<file path="src/rtl/timer_bank.sv">
// timer_bank: NCH independent millisecond timers sharing one command port.
// Each channel counts clock cycles in a sub-counter (one ms per wrap) and
// milliseconds in a down-counter, so no Tms*CLK_HZ product is ever formed.
// Command port: wr_en is a single-cycle strobe with no ready; a command is
// accepted on every edge where wr_en is high and wr_ch addresses an existing
// channel. The per-channel FSM state is observable on busy (1 = RUN).
module timer_bank #(
    parameter int CLK_HZ = 50000000,
    parameter int NCH    = 4,
    parameter int TW     = 13
) (
    input  logic                                clk,
    input  logic                                rst,
    input  logic                                wr_en,
    input  logic [((NCH > 1) ? $clog2(NCH) : 1)-1:0] wr_ch,
    input  logic [TW-1:0]                       wr_tms,
    input  logic                                wr_mode,
    input  logic [NCH-1:0]                      ack,
    output logic [NCH-1:0]                      rdy,
    output logic [NCH-1:0]                      ovf,
    output logic [NCH-1:0]                      busy,
    output logic                                irq
);

    localparam int CPM = CLK_HZ / 1000;                       // cycles per ms
    localparam int SW  = (CPM > 1) ? $clog2(CPM) : 1;
    localparam logic [SW-1:0] SUB_LAST = SW'(CPM - 1);
    localparam logic [SW-1:0] SUB_ONE  = SW'(1);
    localparam logic [TW-1:0] MS_ONE   = TW'(1);

    // Reject parameter sets the counters cannot represent.
    generate
        if ((CLK_HZ % 1000) != 0 || CLK_HZ < 2000) begin : g_bad_clk
            $error("timer_bank: CLK_HZ must be a multiple of 1000 and >= 2000");
        end
        if (NCH < 1 || NCH > 16) begin : g_bad_nch
            $error("timer_bank: NCH must be in 1..16");
        end
    endgenerate

    typedef enum logic {IDLE = 1'b0, RUN = 1'b1} state_t;

    state_t          state_q  [NCH];
    state_t          state_d  [NCH];
    logic            mode_q   [NCH];
    logic            mode_d   [NCH];
    logic [TW-1:0]   reload_q [NCH];
    logic [TW-1:0]   reload_d [NCH];
    logic [TW-1:0]   ms_q     [NCH];
    logic [TW-1:0]   ms_d     [NCH];
    logic [SW-1:0]   sub_q    [NCH];
    logic [SW-1:0]   sub_d    [NCH];
    logic [NCH-1:0]  rdy_q, rdy_d;
    logic [NCH-1:0]  ovf_q, ovf_d;
    logic [NCH-1:0]  cmd_sel;
    logic [NCH-1:0]  expire;
    logic            irq_q;

    // Command decode and expiry detection; a wr_ch beyond NCH-1 matches no
    // channel, so such a command falls through and is ignored.
    always_comb begin
        cmd_sel = '0;
        expire  = '0;
        for (int i = 0; i < NCH; i++) begin
            cmd_sel[i] = wr_en && (int'(wr_ch) == i);
            expire[i]  = (state_q[i] == RUN) && (sub_q[i] == SUB_LAST) &&
                         (ms_q[i] == MS_ONE);
        end
    end

    // Next-state logic per channel. A command overrides everything (expiry
    // and ack included); otherwise an expiry sets rdy and beats an ack.
    always_comb begin
        rdy_d = rdy_q;
        ovf_d = ovf_q;
        for (int i = 0; i < NCH; i++) begin
            state_d[i]  = state_q[i];
            mode_d[i]   = mode_q[i];
            reload_d[i] = reload_q[i];
            ms_d[i]     = ms_q[i];
            sub_d[i]    = sub_q[i];

            if (cmd_sel[i]) begin
                rdy_d[i] = 1'b0;
                ovf_d[i] = 1'b0;
                sub_d[i] = '0;
                if (wr_tms != '0) begin
                    state_d[i]  = RUN;
                    mode_d[i]   = wr_mode;
                    reload_d[i] = wr_tms;
                    ms_d[i]     = wr_tms;
                end else begin
                    state_d[i] = IDLE;
                    ms_d[i]    = '0;
                end
            end else begin
                if (state_q[i] == RUN) begin
                    if (sub_q[i] == SUB_LAST) begin
                        sub_d[i] = '0;
                        if (ms_q[i] == MS_ONE) begin
                            // Periodic reload happens on the same wrap, so the
                            // period stays exactly Tms*CPM cycles.
                            if (mode_q[i]) begin
                                ms_d[i] = reload_q[i];
                            end else begin
                                ms_d[i]    = '0;
                                state_d[i] = IDLE;
                            end
                        end else begin
                            ms_d[i] = ms_q[i] - MS_ONE;
                        end
                    end else begin
                        sub_d[i] = sub_q[i] + SUB_ONE;
                    end
                end

                if (expire[i]) begin
                    rdy_d[i] = 1'b1;
                    if (rdy_q[i] && !ack[i]) begin
                        ovf_d[i] = 1'b1;
                    end
                end else if (ack[i]) begin
                    rdy_d[i] = 1'b0;
                    ovf_d[i] = 1'b0;
                end
            end
        end
    end

    // State and datapath registers; reset dominates commands and acks.
    always_ff @(posedge clk) begin
        if (rst) begin
            for (int i = 0; i < NCH; i++) begin
                state_q[i]  <= IDLE;
                mode_q[i]   <= 1'b0;
                reload_q[i] <= '0;
                ms_q[i]     <= '0;
                sub_q[i]    <= '0;
            end
            rdy_q <= '0;
            ovf_q <= '0;
            irq_q <= 1'b0;
        end else begin
            for (int i = 0; i < NCH; i++) begin
                state_q[i]  <= state_d[i];
                mode_q[i]   <= mode_d[i];
                reload_q[i] <= reload_d[i];
                ms_q[i]     <= ms_d[i];
                sub_q[i]    <= sub_d[i];
            end
            rdy_q <= rdy_d;
            ovf_q <= ovf_d;
            irq_q <= |rdy_q;
        end
    end

    // busy mirrors the per-channel FSM state.
    always_comb begin
        busy = '0;
        for (int i = 0; i < NCH; i++) begin
            busy[i] = (state_q[i] == RUN);
        end
    end

    assign rdy = rdy_q;
    assign ovf = ovf_q;
    assign irq = irq_q;

endmodule
</file>
<file path="config.mk">
export PLATFORM = sky130hd
export DESIGN_NAME = timer_bank
export DESIGN_NICKNAME = d
export VERILOG_FILES = /design/src/rtl/timer_bank.sv
export SDC_FILE = /design/constraint.sdc
export NUM_CORES = 1
export LEC_CHECK = 0
export BUFFER_PORTS_ARGS = -buffer_cell sky130_fd_sc_hd__buf_2
export CORE_MARGIN = 8
export CORE_UTILIZATION = 31
export CTS_CLUSTER_SIZE = 40
export DETAILED_ROUTE_END_ITERATION = 7
export GPL_ROUTABILITY_DRIVEN = 0
export PLACE_DENSITY = 0.44
export SYNTH_ARGS = -nofsm -noshare
export SYNTH_HDL_FRONTEND = slang
export SYNTH_SLANG_ARGS = --single-unit
</file>
<file path="constraint.sdc">
create_clock -name clk -period 2.4 [get_ports clk]
set_input_delay 0.48 -clock clk [delete_from_list [all_inputs] [get_ports clk]]
set_output_delay 0.48 -clock clk [all_outputs]
set_load 0.1 [all_outputs]
</file>
==> impl_metrics.yaml <==
outcome:
  run_status: "complete, no violations"
sta:
  achievable-frequency_mhz: 446
  fin_crit_sh_pct: 93.3
  timing.setup.tns_ns: 0
  worst_slew_margin_rel_pct: 57.8
  skew_ns: 0.0128
  final.min_clock_period_ns: 2.24
  worst_pin_slew_ns: 0.632
  slew_viol_final: 0
  grt_setup_unrepaired: "no"
  hold_viol_final: 0
  finalSetupViolCount: 0
synth:
  yosysWarnings: 0
  dominant_combinational_cell_family_by_area_after_synthesis: "simple AND/OR/NAND/NOR gates"
  adder_and_majority_gate_portion_of_the_synthesized_area_pct: 1.62
  ys.flop_type: "dfxtp_1"
  synth_nets: 1193
  post_synth_num_cell_types: 69
  synth-compound-area-share_pct: 19.6
  yosysSeqAreaShare_pct: 40.0
  synth.avg_cell_area_um2: 7.99
  post_synth_edffs: 0
  yosys.area_share.simple_pct: 26.8
  synth.area.mux_share_pct: 0.216
  synth_async_sr_flop_share_pct: 0
  syn-cell-area_um2: 9260
  syn_inst: 1158
  ff_latch_count_synth: 185
  synthXorXnorAreaFrac_pct: 7.47
die:
  core_region_area_um2: 29600
  boundaryPins: 36
  start_util_pct: 31.3
  die-height_um: 189
  row_cnt: 63
  design.die.area_um2: 35600
  die_width_um: 189
final_layout:
  syn_to_final_growth_pct: 16.7
  post-route-cell-area_um2: 10800
  finish.cell_count_without_fillers: 1611
  antenna_cells: 0
  final_layout_size_suffix_gt1_share_pct: 13.8
  layout_commonest_cell: "dfxtp_1"
  fin_nets: 1244
  final_cell_mix: "dfxtp_1 (182), nor2_1 (125), nand2_1 (120)"
global_route:
  grt-ovfl-total: 0
  global_route_wire_length_before_repair_um: 45300
  groute.usage.overall_pct: 15.8
  largest_net_degree_at_the_start_of_global_routing: 50
  number_of_antenna_violations_at_the_first_check_in_global_routing: 4
  grt_pass1_vias: 8125
critical_path:
  data_arrival_time_of_the_critical_path_ns: 2.58
  cp.required_ns: 2.74
  worstPathMaxFanout: 10
  crit_type: "flip-flop to flip-flop"
  timing.reg2reg.worst_path_depth: 5
  critical_path.slowest_cell: "or4_1"
  cp_num_cells: 5
  critical-path-top-delay-family: "simple AND/OR/NAND/NOR gates"
  setup.worst_path.end_class: "flip-flop"
  cp-start-kind: "flip-flop"
  timing.critical_path.cells: "or4_1, or4_1, nand2_1, nor2_1, a311oi_1"
  worst-path-buf-inv: 0
  critical_path.max_stage_delay_ns: 0.64
  crit_path_frequent_cell: "or4_1"
place:
  placedCellCount: 1580
  buffers_added_on_ports: 35
  placed_cell_area_um2: 10200
  place_hpwl_um: 19300
flow_run:
  cap_viol_max_count: 0
power_and_ir_drop:
  cellLeakagePower_nw: 3.84
  ir_drop_uv: 497
  pwr_density_cell_nw_per_um2: 645
cts:
  post-cts-setup-buffers: 0
  number_of_buffers_added_by_the_clock_tree_synthesis_step: 17
  cts_htree_levels: 4
  tritoncts: "yes"
  clock_insertion_delay_worst_skew_ns: 0.44
  cts.hold.buffers_added: 0
  cts_resized: 0
  clkTransAtPathRegs_ns: 0.07
  clockRootBuffer: "clkbuf_16"
  cts-root-to-sink-buffers: 2
  tritoncts_num_sinks: 185
detailed_routing:
  detailedRoute.firstPassIterationCount: 5
  post_drt_via_cell_ratio: 5.30
  initialDrtViolationCount: 579
  routed_wirelength_um: 27900
  top_layer_used: "met5"
  vias: 8544
  drc: 0
  wl_met3_um: 1070
  routedWlPerCell_um: 17.3
  drtAntennaViolNets: 0
  met2_wirelength_um: 12100
  m1WireLength_um: 14300
hold_path:
  holdPathStages: 3
  worst_hold_path_type: "input pin to flip-flop"
## final timing paths
kind / from / endpoint / slack, ns
max: sub_q[3][10] / ms_q[3][5] / 0.16
min: ack[2] / ovf[2] / 0.34
max reg2reg: sub_q[3][10] / ms_q[3][5] / 0.16
min reg2reg: reload_q[1][4] / reload_q[1][4] / 0.45
## per-layer routing
metal / GRT usage [%] / up-vias
met1: 21.8 / 4077
met2: 24.5 / 131
met5: 0 / -
li1: - / 4293
met4: 4.33 / 8
met3: 3.31 / 35
## flip-flops by register name (all words and copies together) (netlist names)
name and cells:
sub_q 64, ms_q 52, reload_q 52, mode_q 4
ovf 4, rdy 4, state_q 4, irq 1
## cells in the mapped netlist (all sizes together) (12+ instances only)
cell type / instances / area share, %
a31oi: 14 / 0.95
o21ai: 64 / 3.5
buf: 14 / 0.87
nor2: 125 / 5.1
ha: 12 / 1.6
dfxtp: 185 / 40
nand2: 120 / 4.9
a22oi: 29 / 2.4
xnor2: 41 / 3.9
a21oi: 120 / 6.5
or3: 14 / 1.1
clkbuf: 61 / 2.5
inv: 22 / 0.89
and3: 16 / 1.1
or4: 19 / 1.7
nor3: 34 / 2.0
nor4: 22 / 1.7
nand4: 22 / 1.5
nand3: 66 / 3.6
xor2: 38 / 3.6
## final cells by class
| type | count | area [µm²] |
|---|---|---|
| Multi-Input combinational cell | 876 | 5160 |
| Timing Repair Buffer | 107 | 753 |
| Tap cell | 390 | 488 |
| Clock inverter | 9 | 140 |
| Inverter | 22 | 82.6 |
| Fill cell | 3083 | 18800 |
| Clock buffer | 22 | 464 |
| Sequential cell | 185 | 3710 |
## worst reg2reg max path, cell delays in order (launching register included)
cell,delay (ns)
dfxtp_1,0.35
or4_1,0.58
or4_1,0.64
nand2_1,0.28
nor2_1,0.07
a311oi_1,0.24
## power breakdown
| part | total (mW) | switching, mW | internal [mW] |
|---|---|---|---|
| Clock | 2.96 | 1.26 | 1.70 |
| Combinational | 0.776 | 0.476 | 0.300 |
| Sequential | 3.23 | 0.0836 | 3.15 |
## per-stage QoR
step | util [%] | setup slack (ns) | power (mW) | hold WS (ns)
after global placement | 34.5 | 0.192 | 4.07 | 0.441
after floorplan | - | 0.0135 | 3.81 | 0.432
after CTS | 36.5 | 0.177 | 7.07 | 0.318
after global routing | 36.5 | 0.00622 | 7.30 | 0.338
final | 36.5 | 0.160 | 6.96 | 0.341
after detailed placement | 34.5 | 0.189 | 4.07 | 0.445
## kinds of logic after synthesis
kind of cell | after synthesis
compound gates | 297
xor+xnor | 79
fa+ha+maj | 12
buf+inv | 97
flops | 185
mux | 2
simple gates | 486
Note: power is estimated with default switching activity, not from simulation.
